File: src/rtl/cmd_sequencer.sv
// Command sequencer: frames a 48-bit command with a serial CRC7, hands it to the
// physical layer, collects the response with timeout/retry and reports completion.
module cmd_sequencer #(
    parameter int RESP_W    = 136,
    parameter int TO_W      = 16,
    parameter int MAX_RETRY = 2
) (
    input  logic              clock,
    input  logic              reset,
    input  logic              new_command,
    input  logic [5:0]        cmd_index,
    input  logic [31:0]       cmd_argument,
    input  logic [1:0]        resp_type,
    input  logic              timeout_enable,
    input  logic [TO_W-1:0]   timeout_value,
    input  logic              ack_in,
    input  logic              strobe_in,
    input  logic [RESP_W-1:0] cmd_in,
    input  logic              ack_command_complete,
    output logic [47:0]       cmd_out,
    output logic              strobe_out,
    output logic              ack_out,
    output logic              idle_out,
    output logic [RESP_W-1:0] response,
    output logic              command_complete,
    output logic              cmd_error,
    output logic [1:0]        error_code
);

    localparam int RETRY_W = $clog2(MAX_RETRY + 2);

    typedef enum logic [2:0] {
        ST_IDLE,
        ST_CRC,
        ST_SEND,
        ST_WAIT_RESP,
        ST_COMPLETE
    } state_t;

    state_t r_state;
    state_t w_state_next;

    logic [5:0]          r_index;
    logic [31:0]         r_argument;
    logic [1:0]          r_resp_type;
    logic [39:0]         r_shift;
    logic [6:0]          r_crc;
    logic [5:0]          r_bit_cnt;
    logic [TO_W-1:0]     r_to_cnt;
    logic [RETRY_W-1:0]  r_retry;
    logic [47:0]         r_cmd_out;
    logic [RESP_W-1:0]   r_response;
    logic [1:0]          r_error_code;
    logic                r_ack_out;

    logic                w_fb;
    logic [6:0]          w_crc_next;
    logic                w_timeout;
    logic                w_index_mismatch;
    logic                w_start;
    logic                w_crc_last;
    logic                w_enter_wait;
    logic                w_accept;
    logic                w_retry;
    logic                w_done_none;
    logic                w_timeout_fail;

    // Serial CRC7 (x^7 + x^3 + 1), message bits enter MSB first from the shifter.
    assign w_fb       = r_shift[39] ^ r_crc[6];
    assign w_crc_next = {r_crc[5:3], r_crc[2] ^ w_fb, r_crc[1:0], w_fb};

    assign w_timeout        = timeout_enable && (r_to_cnt == timeout_value);
    assign w_index_mismatch = (r_resp_type == 2'b01) && (cmd_in[45:40] != r_index);

    always_ff @(posedge clock or negedge reset) begin
        if (!reset) begin
            r_state <= ST_IDLE;
        end else begin
            r_state <= w_state_next;
        end
    end

    always_comb begin
        w_state_next     = r_state;
        w_start          = 1'b0;
        w_crc_last       = 1'b0;
        w_enter_wait     = 1'b0;
        w_accept         = 1'b0;
        w_retry          = 1'b0;
        w_done_none      = 1'b0;
        w_timeout_fail   = 1'b0;
        idle_out         = 1'b0;
        strobe_out       = 1'b0;
        command_complete = 1'b0;
        cmd_error        = 1'b0;
        case (r_state)
            ST_IDLE: begin
                idle_out = 1'b1;
                if (new_command) begin
                    w_start      = 1'b1;
                    w_state_next = ST_CRC;
                end
            end
            ST_CRC: begin
                if (r_bit_cnt == 6'd39) begin
                    w_crc_last   = 1'b1;
                    w_state_next = ST_SEND;
                end
            end
            ST_SEND: begin
                strobe_out = 1'b1;
                if (ack_in) begin
                    if (r_resp_type == 2'b00) begin
                        w_done_none  = 1'b1;
                        w_state_next = ST_COMPLETE;
                    end else begin
                        w_enter_wait = 1'b1;
                        w_state_next = ST_WAIT_RESP;
                    end
                end
            end
            ST_WAIT_RESP: begin
                // A response arriving in the timeout cycle wins over the timeout.
                if (strobe_in) begin
                    w_accept     = 1'b1;
                    w_state_next = ST_COMPLETE;
                end else if (w_timeout) begin
                    if (r_retry < RETRY_W'(MAX_RETRY)) begin
                        w_retry      = 1'b1;
                        w_state_next = ST_SEND;
                    end else begin
                        w_timeout_fail = 1'b1;
                        w_state_next   = ST_COMPLETE;
                    end
                end
            end
            ST_COMPLETE: begin
                command_complete = 1'b1;
                cmd_error        = (r_error_code != 2'b00);
                if (ack_command_complete) begin
                    w_state_next = ST_IDLE;
                end
            end
            default: begin
                w_state_next = ST_IDLE;
            end
        endcase
    end

    always_ff @(posedge clock or negedge reset) begin
        if (!reset) begin
            r_index     <= '0;
            r_argument  <= '0;
            r_resp_type <= '0;
            r_shift     <= '0;
            r_crc       <= '0;
            r_bit_cnt   <= '0;
        end else if (w_start) begin
            r_index     <= cmd_index;
            r_argument  <= cmd_argument;
            r_resp_type <= resp_type;
            r_shift     <= {2'b01, cmd_index, cmd_argument};
            r_crc       <= '0;
            r_bit_cnt   <= '0;
        end else if (r_state == ST_CRC) begin
            r_shift     <= {r_shift[38:0], 1'b0};
            r_crc       <= w_crc_next;
            r_bit_cnt   <= r_bit_cnt + 6'd1;
        end
    end

    // The frame register is only written once the final CRC bit is known.
    always_ff @(posedge clock or negedge reset) begin
        if (!reset) begin
            r_cmd_out <= '0;
        end else if (w_crc_last) begin
            r_cmd_out <= {2'b01, r_index, r_argument, w_crc_next, 1'b1};
        end
    end

    always_ff @(posedge clock or negedge reset) begin
        if (!reset) begin
            r_retry  <= '0;
            r_to_cnt <= '0;
        end else begin
            if (w_start) begin
                r_retry <= '0;
            end else if (w_retry) begin
                r_retry <= r_retry + RETRY_W'(1);
            end
            if (w_enter_wait) begin
                r_to_cnt <= '0;
            end else if ((r_state == ST_WAIT_RESP) && !strobe_in) begin
                r_to_cnt <= r_to_cnt + TO_W'(1);
            end
        end
    end

    always_ff @(posedge clock or negedge reset) begin
        if (!reset) begin
            r_response   <= '0;
            r_error_code <= 2'b00;
            r_ack_out    <= 1'b0;
        end else begin
            r_ack_out <= w_accept;
            if (w_accept) begin
                r_response   <= cmd_in;
                r_error_code <= w_index_mismatch ? 2'b10 : 2'b00;
            end else if (w_timeout_fail) begin
                r_error_code <= 2'b01;
            end else if (w_done_none) begin
                r_error_code <= 2'b00;
            end
        end
    end

    assign cmd_out    = r_cmd_out;
    assign response   = r_response;
    assign error_code = r_error_code;
    assign ack_out    = r_ack_out;

endmodule

File: config.mk
export PLATFORM = sky130hd
export DESIGN_NAME = cmd_sequencer
export DESIGN_NICKNAME = d
export VERILOG_FILES = /design/src/rtl/cmd_sequencer.sv
export SDC_FILE = /design/constraint.sdc
export NUM_CORES = 1
export LEC_CHECK = 0
export CAP_MARGIN = 20
export CORE_ASPECT_RATIO = 1.4
export CORE_MARGIN = 8
export CORE_UTILIZATION = 35
export DETAILED_ROUTE_END_ITERATION = 7
export PLACE_DENSITY = 0.71
export SYNTH_ARGS = -nofsm -noshare
export SYNTH_HDL_FRONTEND = slang
export SYNTH_SLANG_ARGS = --single-unit
export TNS_END_PERCENT = 1
File: constraint.sdc
create_clock -name clock -period 2.6 [get_ports clock]
set_clock_uncertainty 0.1 [all_clocks]
set_input_delay 0.39 -clock clock [delete_from_list [all_inputs] [get_ports clock]]
set_output_delay 0.39 -clock clock [all_outputs]
set_load 0.005 [all_outputs]
---- Word level (Yosys, flattened, before mapping) ----
Cells that the tools add are included.
operators by class
  add/subtract/negate cells ............... 3
  order comparisons ....................... 1
  equality and inequality tests ........... 13
  mux-type cells .......................... 47
  bitwise logic cells ..................... 2
  reductions and logical operators ........ 12
operators by type and width
  cell                   number
  $mux 40                2
  $mux 16                2
  $mux 1                 24
  $mux 3                 8
  $add 16x1->16 const B  1
  $eq 16x16->1           1
  $pmux 3 s5             1
  $mux 7                 2
  $mux 2                 6
  $mux 6                 2
  $ne 2x2->1 const B     4
  $reduce_bool 2->1      4
  $add 6x1->6 const B    1
  $eq 3x2->1 const B     2
  $eq 6x6->1 const B     1
  $ne 6x6->1             1
  $reduce_and 5->1       1
  $eq 3x1->1 const B     1
  $eq 3x3->1 const B     1
  $logic_and 1x1->1      3
  $logic_not 3->1        1
  $ne 3x3->1 const B     1
  $reduce_bool 3->1      1
  $add 2x1->2 const B    1
  5 further kinds        6
storage, ports and cells
  register bits ........................... 300
  input bits .............................. 199
  output and inout port bits .............. 191

---- Longest topological paths before layout ----
  word-level depth ........................ 7
  gate-level depth with buffers ........... 8
  gate-level depth less buffers ........... 6

---- Worst setup path before layout ----
No wires, ideal clock.
  path kind ............................... register to register
  start ................................... register r_bit_cnt[0]
  end ..................................... register r_cmd_out[20] (netlist: cmd_out[20])
  arrival ................................. 1.761 ns
  data required time ...................... 2.375 ns
  path slack .............................. 0.614 ns
  stages on the path, launching flop included .. 8
  path buffers ............................ 2
  path through ............................ dfrtp_1 -> ha_1 -> nor4bb_1 -> nand2_1 -> nor2_1 -> buf_2 -> buf_2 -> mux2_2
on the way
  longest elaborated chain between the ends .. 3
RTL lines
  element                 RTL line  RTL
  from (decl)             48        logic [5:0] r_bit_cnt;
  from (signal assigned)  168       r_bit_cnt <= r_bit_cnt + 6'd1;
  $eq 6x6->1              105       if (r_bit_cnt == 6'd39) begin
  $mux 1                  105
  $mux 1                  96        case (r_state)
  to (signal assigned)    177       r_cmd_out <= {2'b01, r_index, r_argument, w_crc_next, 1'b1};
  to (decl)               51        logic [47:0] r_cmd_out;
Every way passes these cells.
A chain may end at the register's enable or synchronous reset.

---- Worst setup path after layout ----
  start ................................... register r_state[0]
  end ..................................... output port cmd_error
on the way
  longest elaborated chain between the ends .. 2
RTL lines
  element                 RTL line  RTL
  from (decl)             40        state_t r_state;
  from (signal assigned)  79        r_state <= w_state_next;
  $eq 3x3->1              96
  $mux 1                  96
  to (decl)               26        output logic cmd_error,
Every way passes these cells.

==> qor.yml <==
gp_congestion: 0.8032
root_buffer: "clkbuf_16"
drcViolationCount: 0
hp-class: "in -> reg"
worstPathRequired_ns: 2.11
io-pin-count: 390
yosys_most_used_dff: "dfrtp_1"
r2r_start: "r_bit_cnt[0]"
rsz0062_at_grt: "false"
place_ws_ns: 0.2624
grt_max_degree: 138
hold_viol: 0
cts_tree: "built"
fin_cells: 2104
core-area_sq_um: 34030
nets: 1834
startpoint_type: "flip-flop"
period_share_pct: 95.04
whs_ns: 0.2459
setup_violations: 0
reg2reg_to: "cmd_out[29]"
grt_pass1_vias: 10430
async_flop_share_pct: 100.0
dpl.hpwl_mm: 27.55
vias_per_cell: 4.751
crit_fanout: 9
syn_area_sq_um: 12040
fin_ws_ns: 0.1291
fmax_mhz: 404.7
area_growth_pct: 46.22
path_clk_slew_ns: 0.06
syn_area_per_cell_sq_um: 9.659
drive_gt1_share_pct: 8.359
cts.sinks: 299
hold_end: "response[67]"
ir_worst_vdd_uv: 551.0
die_height_microns: 235.4
powerDensity_nw_per_um2: 786.4
dr.pass1.iters: 5
rrSetupSlack_ns: 0.41
std_cell_rows: 80
clock_path_buffers: 3
antenna_left: 0
num_vias: 9996
grt-ovfl-total: 0
portBuffers: 388
p_leak_nw: 8.547
clkLatencyLatePin_ns: 0.57
fin_crit_ns: 2.471
htree_levels: 1
hold_depth: 3
synth-edff-count: 0
critPathLaunch: "r_state[0]"
setup_tns_ns: 0
syn_inst: 1246
outcome: "completed"
die_width_microns: 172.7
worstSetupEndpointType: "primary output"
hold_path.startpoint: "cmd_in[67]"
cts_buffers: 29
grt_pass1_wl_mm: 59.62
worst_pin_slew_ns: 0.9221
dieArea_sq_um: 40660
r2r_cells: 6
ys_ff_latch: 299
ys_seq_area_share_pct: 62.17
place_inst: 2049
drt-initial-drc-count: 655
drt-total-wl_mm: 37.52
initial_core_util_pct: 35.36
yosysWarningCount: 0
critPathArrivalTime_ns: 1.98
grt_usage_pct: 18.05
post_drt_wl_per_cell_microns: 17.83
antenna_found_initial: 3
relSlewSlack_pct: 38.38
final_max_slew_viol_count: 0
syn_nets: 1447
path_class: "reg -> out"
synth_cell_type_count: 51
drv_cap: 0
-- worst max path at each step --
stage                                to  slack (ns)  cells past startpoint
after floorplan             cmd_out[20]        0.61                      7
after global placement    error_code[1]        0.35                      6
after detailed placement   r_to_cnt[15]        0.26                      5
after CTS                     cmd_error        0.02                      4
after global routing          cmd_error        0.01                      4
final                         cmd_error        0.13                      4
-- where the power goes --
group	internal (mW)	switching (mW)	total, mW
clock	2.48	1.79	4.27
combinational	1.63	1.63	3.26
sequential	5.68	0.631	6.31
-- Yosys cell counts, types with 2 or more instances --
master / n / area, sq um
a21oi_1: 11 / 55.05
xnor2_1: 19 / 166.4
clkbuf_1: 40 / 150.1
mux2_2: 43 / 484.2
mux2i_1: 3 / 30.03
xor2_1: 19 / 166.4
buf_1: 6 / 22.52
nand2_1: 638 / 2395
o21ai_0: 8 / 40.04
a22oi_1: 36 / 270.3
or3_1: 4 / 25.02
and3b_1: 2 / 17.52
inv_1: 6 / 22.52
dfrtp_1: 299 / 7482
buf_4: 3 / 22.52
nor3_1: 3 / 15.01
buf_2: 16 / 80.08
nor2_1: 26 / 97.59
ha_1: 2 / 25.02
buf_6: 3 / 33.78
and3_1: 3 / 18.77
nand2b_1: 2 / 12.51
nand3_1: 18 / 90.09
nand4_1: 9 / 56.30
-- routing by layer --
metal,vias up,GRT usage [%],share of wire [%]
met4,4,5.448,2.5
li1,4726,-,-
met2,357,30.61,48
met3,61,6.724,9.5
met5,-,0,0.072
met1,4848,20.94,39
-- critical path: stages (launching register included) --
cell and delay [ns]:
dfrtp_2 0.48, nor2_1 0.15, nand2_1 0.14, nor2_1 0.13, clkdlybuf4s50_1 0.51
-- logic make-up (layout without fill, tap and decap cells) --
logic type	count (synthesis)	after routing	share of synthesized area [%]
simple gates	717	717	23.65
flops	299	299	62.17
buf+inv	74	479	2.755
compound gates	69	69	4.148
mux	46	46	4.273
xor+xnor	38	38	2.765
fa+ha+maj	2	2	0.2079
other cells	1	3	0.03116
-- placed cells by master (no fill, tap or decap), types with 17 or more instances in the layout --
| cell type | count |
|---|---|
| a22oi_1 | 36 |
| buf_4 | 24 |
| clkbuf_16 | 29 |
| clkdlybuf4s50_1 | 387 |
| dfrtp_1 | 296 |
| mux2_2 | 43 |
| nand2_1 | 637 |
| nand3_1 | 17 |
| nor2_1 | 24 |
| xnor2_1 | 19 |
| xor2_1 | 19 |
-- sequential cells by signal, summed over array words and instances, names as in the netlist --
name and count:
r_index 6, r_resp_type 2, r_bit_cnt 6, cmd_out 46, error_code 2, r_crc 7, r_to_cnt 16, response 136
r_retry 2, r_state 3, ack_out 1, r_argument 32, r_shift 40
-- what timing repair did --
action                                 4_1_cts  5_1_grt
endpoints found under the hold margin       76        0
setup endpoints to repair                    2        1
resized for setup                            3        1
hold buffers                                 1        0
setup buffers                                0        3
-- layout make-up --
class / count / area (sq um)
antenna: 2 / 5.005
fill: 3034 / 16430
inverter: 6 / 25.02
clock inverter: 4 / 88.84
sequential: 299 / 7486
multi-input combinational: 873 / 4264
clock buffer: 45 / 865.8
tap: 451 / 564.3
timing repair buffer: 424 / 4299
-- per-stage QoR --
step	cell area [sq um]	power (mW)	util, %
finish	17600	13.84	51.71
floorplan	12040	7.875	-
detailed placement	16600	9.677	48.77
global placement	16600	9.534	48.77
CTS	17570	14.04	51.63
global route	17600	14.66	51.70
(Power assumes the default switching activity.)
